`src/rtl/posit_defines_es3.sv`:
```
// posit_defines_es3: shared types and constants for the es=3 posit stream reduction blocks.
package posit_defines_es3;
  typedef enum logic [1:0] {FLUSH, ACCUM, OUTPUT} sum_state_t;
  typedef enum logic [1:0] {PAIR_RH, PAIR_RI, PAIR_IH} pair_sel_t;
  localparam logic [31:0] POSIT_NAR  = 32'h8000_0000;
  localparam logic [31:0] POSIT_ZERO = 32'h0;
endpackage

```
`src/rtl/posit_sum_pairing_sel.sv`:
```
// posit_sum_pairing_sel: picks which two of result/input/hold feed the adder, or which single value parks in hold.
module posit_sum_pairing_sel
  import posit_defines_es3::*;
(
  input  logic      accum,
  input  logic      seen_last,
  input  logic      result_valid,
  input  logic      in_valid,
  input  logic      hold_valid,
  output logic      in_ready,
  output logic      issue,
  output logic      hold_wr,
  output logic      hold_from_result,
  output pair_sel_t sel
);
  logic r, i;
  always_comb begin
    in_ready = accum & ~seen_last & ~(result_valid & hold_valid);
    r = accum & result_valid;
    i = in_valid & in_ready;
    issue = (r & hold_valid) | (r & i) | (i & hold_valid);
    sel = (r & hold_valid) ? PAIR_RH : r ? PAIR_RI : PAIR_IH;
    hold_wr = (r ^ i) & ~hold_valid;
    hold_from_result = r;
  end
endmodule

```
`src/rtl/posit_stream_sum_8_es3.sv`:
```
// posit_stream_sum_8_es3: reduces a valid/ready stream of 32-bit es=3 posits to one sum through an external pipelined adder.
// Optional POSIT_STREAM_SUM_PERF_EN adds perf_cycles (first accept to out_valid, saturating).
module posit_stream_sum_8_es3
  import posit_defines_es3::*;
#(
  parameter int ADD_LATENCY = 8,
  parameter int CNT_W       = 8
) (
  input  logic        clk,
  input  logic        reset,
  input  logic        in_valid,
  output logic        in_ready,
  input  logic [31:0] in_data,
  input  logic        in_last,
  output logic        out_valid,
  input  logic        out_ready,
  output logic [31:0] out_data,
  output logic [31:0] add_in1,
  output logic [31:0] add_in2,
  output logic        add_start,
  input  logic [31:0] add_result,
  input  logic        add_done
`ifdef POSIT_STREAM_SUM_PERF_EN
  , output logic [31:0] perf_cycles
`endif
);
  sum_state_t       state;
  pair_sel_t        sel;
  logic [CNT_W-1:0] flush_cnt, inflight;
  logic [31:0]      hold, op_a, op_b;
  logic             hold_valid, seen_last, issue, hold_wr, hold_from_result, done, accept;

  posit_sum_pairing_sel u_sel (
    .accum           (state == ACCUM),
    .seen_last       (seen_last),
    .result_valid    (add_done),
    .in_valid        (in_valid),
    .hold_valid      (hold_valid),
    .in_ready        (in_ready),
    .issue           (issue),
    .hold_wr         (hold_wr),
    .hold_from_result(hold_from_result),
    .sel             (sel)
  );

  // operand A is always the older of the two values
  assign op_a   = (sel == PAIR_RI) ? add_result : hold;
  assign op_b   = (sel == PAIR_RH) ? add_result : in_data;
  assign accept = in_valid & in_ready;
  assign done   = (state == ACCUM) & seen_last & (inflight == '0) & ~add_done & ~issue & hold_valid;

  always_ff @(posedge clk or posedge reset)
    if (reset) begin
      state      <= FLUSH;
      flush_cnt  <= '0;
      inflight   <= '0;
      hold       <= POSIT_ZERO;
      hold_valid <= 1'b0;
      seen_last  <= 1'b0;
      add_in1    <= POSIT_ZERO;
      add_in2    <= POSIT_ZERO;
      add_start  <= 1'b0;
      out_data   <= POSIT_ZERO;
      out_valid  <= 1'b0;
    end else begin
      add_start <= issue;
      if (issue) begin
        add_in1 <= op_a;
        add_in2 <= op_b;
      end
      if (state != FLUSH)
        inflight <= inflight + CNT_W'(issue) - CNT_W'(add_done);
      if (hold_wr) begin
        hold       <= hold_from_result ? add_result : in_data;
        hold_valid <= 1'b1;
      end else if (issue | done)
        hold_valid <= 1'b0;
      if (accept & in_last)
        seen_last <= 1'b1;
      if (state == FLUSH) begin
        flush_cnt <= flush_cnt + 1'b1;
        if (flush_cnt == CNT_W'(ADD_LATENCY)) state <= ACCUM;
      end else if (done) begin
        out_data  <= hold;
        out_valid <= 1'b1;
        state     <= OUTPUT;
      end else if (state == OUTPUT && out_ready) begin
        out_valid <= 1'b0;
        seen_last <= 1'b0;
        state     <= ACCUM;
      end
    end

`ifdef POSIT_STREAM_SUM_PERF_EN
  logic [31:0] perf_cnt;
  logic        perf_run;
  always_ff @(posedge clk or posedge reset)
    if (reset) begin
      perf_cnt    <= '0;
      perf_run    <= 1'b0;
      perf_cycles <= '0;
    end else begin
      if (accept & ~perf_run) begin
        perf_run <= 1'b1;
        perf_cnt <= 32'd1;
      end else if (perf_run)
        perf_cnt <= perf_cnt + {31'b0, ~&perf_cnt};
      if (done) begin
        perf_cycles <= perf_cnt;
        perf_run    <= 1'b0;
      end
    end
`endif

  a_inflight: assert property (@(posedge clk) disable iff (reset) inflight <= CNT_W'(ADD_LATENCY + 1));
endmodule

```
`config.mk`:
```
export PLATFORM = sky130hd
export DESIGN_NAME = posit_stream_sum_8_es3
export DESIGN_NICKNAME = d
export VERILOG_FILES = /design/src/rtl/posit_defines_es3.sv /design/src/rtl/posit_sum_pairing_sel.sv /design/src/rtl/posit_stream_sum_8_es3.sv
export SDC_FILE = /design/constraint.sdc
export NUM_CORES = 1
export LEC_CHECK = 0
export CAP_MARGIN = 20
export CORE_MARGIN = 4
export CORE_UTILIZATION = 54
export DETAILED_ROUTE_END_ITERATION = 8
export HOLD_SLACK_MARGIN = 0.06
export PLACE_DENSITY_LB_ADDON = 0.08
export SETUP_SLACK_MARGIN = 0.4
export SYNTH_ARGS = -nofsm -noshare
export SYNTH_HDL_FRONTEND = slang
export SYNTH_SLANG_ARGS = --single-unit
export TNS_END_PERCENT = 1
```
`constraint.sdc`:
```
create_clock -name clk -period 9.8 [get_ports clk]
set_input_delay 1.96 -clock clk [delete_from_list [all_inputs] [get_ports clk]]
set_output_delay 1.96 -clock clk [all_outputs]
set_load 0.1 [all_outputs]
```
---- Yosys cells after proc, flatten, opt, wreduce, memory -nomap -nowiden ----
Index checks and enable logic that the tools add are counted.
operators by class
  eq/ne operators ......................... 5
  add/sub/neg operators ................... 3
  mux-type cells .......................... 17
  bitwise gates (word level) .............. 25
  reduce and logical (&&, ||, !) cells .... 11
operator list
  cell                                                 count
  two-way mux 32 bit                                   3
  bitwise AND 1 bit                                    15
  two-way mux 2 bit                                    6
  adder 8 x 1 -> 8 bit                                 1
  adder 8 x 1 -> 8 bit, second input constant          1
  equality test 8 x 4 -> 1 bit, second input constant  1
  zero test 8 bit                                      1
  two-way mux 1 bit                                    8
  subtractor 8 x 1 -> 8 bit                            1
  inverter 1 bit                                       6
  AND reduction 2 bit                                  3
  nonzero test 2 bit                                   3
  equality test 2 x 1 -> 1 bit, second input constant  2
  zero test 2 bit                                      2
  OR 1 bit                                             3
  nonzero test 3 bit                                   1
  equality test 2 bit, second input constant           1
  != test 2 x 1 -> 1 bit, second input constant        1
  logical AND 1 bit                                    1
  bitwise XOR 1 bit                                    1
storage, ports and cells
  input port bits ......................... 70
  logic and storage cells ................. 72
  bits in registers ....................... 150

---- Depth between registers and ports, before layout ----
  word-level depth ........................ 13
  depth in mapped cells ................... 16
  gate-level depth less buffers ........... 14

---- Cells and area by module ----
A second synthesis with hierarchy kept.
unflattened totals
  cell total of the unflattened synthesis .. 635
  area, all modules ....................... 7,078.0 µm²
by module, submodules not included
  module                  area an instance (µm²)  cells an instance  instances
  posit_stream_sum_8_es3  6,995.5                 622                1
  posit_sum_pairing_sel   82.6                    13                 1

---- Worst setup path after synthesis ----
No wires, ideal clock.
  kind .................................... input to register
  from .................................... input add_done
  to ...................................... register inflight[6]
  slack ................................... 92 ps
  data required time ...................... 9,663 ps
  data arrival time ....................... 9,571 ps
  path buffers ............................ 1
  cell stages on the path ................. 14
  cell sequence ........................... a2111oi_0 > and2_1 > ha_1 > a31oi_1 > buf_2 > ha_1 > inv_1 > ha_1 > inv_1 > fa_1 > nand2b_1 > a221o_1 > a2111oi_0 > nor3b_1
on the way
  longest elaborated chain between the ends .. 9
  elaborated cells between the ends (all ways) .. 12
  classes of those cells .................. 2 x add/sub; 10 x bitwise
ends and longest elaborated chain
  what                         RTL line                      source
  start, declared              posit_stream_sum_8_es3.sv:22  input logic add_done
  bitwise AND 1 bit            posit_sum_pairing_sel.sv:18   in_ready = accum & ~seen_last & ~(result_valid & hold_valid);
  inverter 1 bit               posit_sum_pairing_sel.sv:18
  bitwise AND 1 bit            posit_sum_pairing_sel.sv:18
  bitwise AND 1 bit            posit_sum_pairing_sel.sv:20   i = in_valid & in_ready;
  bitwise AND 1 bit            posit_sum_pairing_sel.sv:21   issue = (r & hold_valid) | (r & i) | (i & hold_valid);
  OR 1 bit (2 in series)       posit_sum_pairing_sel.sv:21
  adder 8 x 1 -> 8 bit         posit_stream_sum_8_es3.sv:72  inflight <= inflight + CNT_W'(issue) - CNT_W'(add_done);
  subtractor 8 x 1 -> 8 bit *  posit_stream_sum_8_es3.sv:72
  end signal, assigned         posit_stream_sum_8_es3.sv:72
  end, declared                posit_stream_sum_8_es3.sv:29  logic [CNT_W-1:0] flush_cnt, inflight;
Every way passes the cells marked *; elsewhere a longest branch is shown, timed or not.
A chain may end at the register's enable or synchronous reset.

---- Final worst setup path ----
  from .................................... input add_done
  to ...................................... output in_ready
on the way
  longest elaborated chain between the ends .. 3
ends and longest elaborated chain
  what               RTL line                      source
  bitwise AND 1 bit  posit_sum_pairing_sel.sv:18
  inverter 1 bit     posit_sum_pairing_sel.sv:18
  bitwise AND 1 bit  posit_sum_pairing_sel.sv:18
  end, declared      posit_stream_sum_8_es3.sv:12  output logic in_ready,
Every way passes these cells.

==> reports/qor.yml <==
cts_tree: "done"
cp_max_fo: 6
syn-instance-count: 564
timing.rr.end: "inflight[6]"
clock_latency_ps: 420
fin_util_pct: 73.9
crit_arrival_ps: 4280
clock_path_buffers: 2
cts_resized: 0
syn_area_sq_um: 7290
tns_ps: 0
final.setup_skew_ps: 9.54
crit_path_max_incr_delay_ps: 1230
synth_area_per_cell_sq_um: 12.9
cp_top_family: "buffers and inverters"
synth_edf_count: 0
die_w_um: 124
fillers: 921
finalSetupViolCount: 0
finalHoldViolations: 0
antenna_found_initial: 0
gp_congestion: 0.809
die_y_um: 124
synth_flop_cell: "dfrtp_1"
dp_hpwl_um: 11300
placed_area_sq_um: 9100
placed_cells: 882
clock_sinks: 150
required_ps: 7840
antenna_left: 0
cts_hold_buffers: 0
rrSetupSlack_ps: 6030
first_global_vias: 5325
ys_ff_latch: 150
drive_above_1_share_pct: 27.5
fmax_ghz: 0.160
fin_crit_sh_pct: 63.7
die_area_sq_um: 15400
drv_slew: 0
seq_area_sq_um: 3750
synthArstFlopShare_pct: 100
stdcell_count: 914
crit_slowest_cell: "clkdlybuf4s50_1"
crit_type: "in -> out"
cap_violations: 0
routed_via_density: 5.48
reg2regPathDepth: 13
drt_iter0_drc: 312
finalInstanceArea_sq_um: 9790
min_to: "flush_cnt[7]"
grt_max_degree: 90
relSlewSlack_pct: 28.9
start_util_pct: 55.0
critPathBufInv: 2
timing.rr.start: "hold_valid"
finalCriticalPeriod_ps: 6240
post-route-drc-count: 0
hold_path_class: "reg -> reg"
wirelength_um: 17300
rsz0062_at_grt: "false"
synth.distinct_cells: 54
overflow: 0
finalNetCount: 811
ios: 169
yosys_warnings: 0
cts_buffers: 17
diodes: 0
worstHoldPathCells: 1
via_count: 5010
grt_pass1_wl_um: 27400
crit_path_end_kind: "output pin"
first_pass_iters: 5
path_common_cell: "clkdlybuf4s50_1"
rows: 42
worstHoldStart: "flush_cnt[7]"
outcome: "finished clean"
numPortBuffers: 168
cts_max_level: 4
syn2layout_area_growth_pct: 34.3
startpoint_type: "primary input"
wire_per_inst_um: 18.9
clk_pin_slew_worst_paths_ps: 60
synth_nets: 649
post_cts_buffers: 0
multi_input_area_sq_um: 3300
grt_use_total_pct: 23.2
coreArea_sq_um: 13200
path_cells: "clkdlybuf4s50_1 > a2111oi_1 > clkdlybuf4s50_1"
worst_pin_slew_ps: 1070
cts_root_buf: "clkbuf_16"
synth_seq_area_share_pct: 51.5
==> Yosys cell counts (2+ instances only) <==
cell type / count / share of area, %
buf_6: 4 / 0.62
buf_2: 11 / 0.76
nand2b_1: 3 / 0.26
mux2_4: 20 / 4.1
xnor2_1: 6 / 0.72
a21o_1: 3 / 0.31
mux2_1: 7 / 1.1
nand3_1: 10 / 0.69
mux2i_1: 32 / 4.4
nor2_1: 9 / 0.46
dfrtp_1: 150 / 52
o22ai_1: 3 / 0.26
a21oi_1: 4 / 0.27
buf_4: 4 / 0.41
nand2_1: 43 / 2.2
xor2_1: 2 / 0.24
clkbuf_1: 12 / 0.62
o31ai_1: 2 / 0.21
mux2_2: 133 / 21
ha_1: 14 / 2.4
nor3_1: 3 / 0.21
nor4b_1: 2 / 0.24
nor2b_1: 2 / 0.17
o21ai_0: 34 / 2.3
inv_1: 21 / 1.1
a2111oi_0: 2 / 0.24
==> routing by layer <==
layer	part of all wire [%]	GRT usage (%)	vias to the layer above	routed length, um
met5	0	0	-	0
met3	5.6	4.77	11	966
met4	1.1	7.05	0	182
met2	52	40.6	140	9050
met1	41	29.2	2533	7080
li1	-	-	2326	-
==> layout by cell type, fill, tap and decap left out, drive strengths merged, types with 4 or more instances in the layout <==
master / Yosys / final
clkinv: 0 / 4
ha: 14 / 14
xnor2: 6 / 6
mux2i: 32 / 32
mux2: 160 / 160
buf: 19 / 6
clkbuf: 12 / 21
o21ai: 34 / 34
nor2: 9 / 9
a21oi: 4 / 4
nand3: 10 / 10
inv: 22 / 22
bufinv: 0 / 6
dfrtp: 150 / 150
clkdlybuf4s50: 0 / 168
a21o: 4 / 4
nand2: 43 / 43
==> per-stage QoR <==
stage               hold slack [ps]  setup WS, ps
floorplan                       446          1530
global placement                466          3570
detailed placement              466          3570
CTS                             476          3540
global route                    507          3390
finish                          473          3560
==> flip-flops by register name, summed over array words and instances, names as in the netlist <==
register / cells
seen_last: 1
add_in1: 32
inflight: 8
out_data: 32
out_valid: 1
hold: 32
add_in2: 32
state: 2
flush_cnt: 8
add_start: 1
hold_valid: 1
==> area by class of cell <==
cell class | instances | share of cell area [%]
timing repair buffer | 174 | 18.0
clock inverter | 10 | 2.05
clock buffer | 21 | 4.70
multi-input combinational | 361 | 33.7
tap | 176 | 2.25
sequential | 150 | 38.4
inverter | 22 | 0.946
==> worst max path at each step <==
stage | startpoint | end | slack, ps | cells after the start
global placement | add_done | in_ready | 3570 | 3
floorplan | add_done | inflight[6] | 1530 | 14
detailed placement | add_done | in_ready | 3570 | 3
CTS | add_done | in_ready | 3540 | 3
finish | add_done | in_ready | 3560 | 3
global route | add_done | in_ready | 3390 | 3
==> worst reg2reg max path: stages (launching register included) <==
cell       delay (ps)
dfrtp_1           510
a2111oi_1         590
and2_1            210
ha_1              250
a31oi_4            50
ha_1              290
inv_1              60
ha_1              180
inv_1              60
fa_1              370
nand2b_1          190
a221o_1           350
a2111oi_0         420
nor3b_1           120
==> cells by family (layout without fill, tap and decap cells) <==
| kind of cell | count (synthesis) | after routing | share of synthesized area (%) |
|---|---|---|---|
| AND/OR/NAND/NOR | 87 | 87 | 6.18 |
| XOR/XNOR | 8 | 8 | 0.962 |
| flip-flops | 150 | 150 | 51.5 |
| AO/OA/AOI/OAI | 59 | 59 | 4.89 |
| buffers and inverters | 53 | 227 | 3.61 |
| adder cells (fa/ha/maj) | 15 | 15 | 2.68 |
| multiplexers | 192 | 192 | 30.2 |
Power is not shown: default switching activity piles up to over one toggle a cycle in this logic, so the estimate is an artifact.
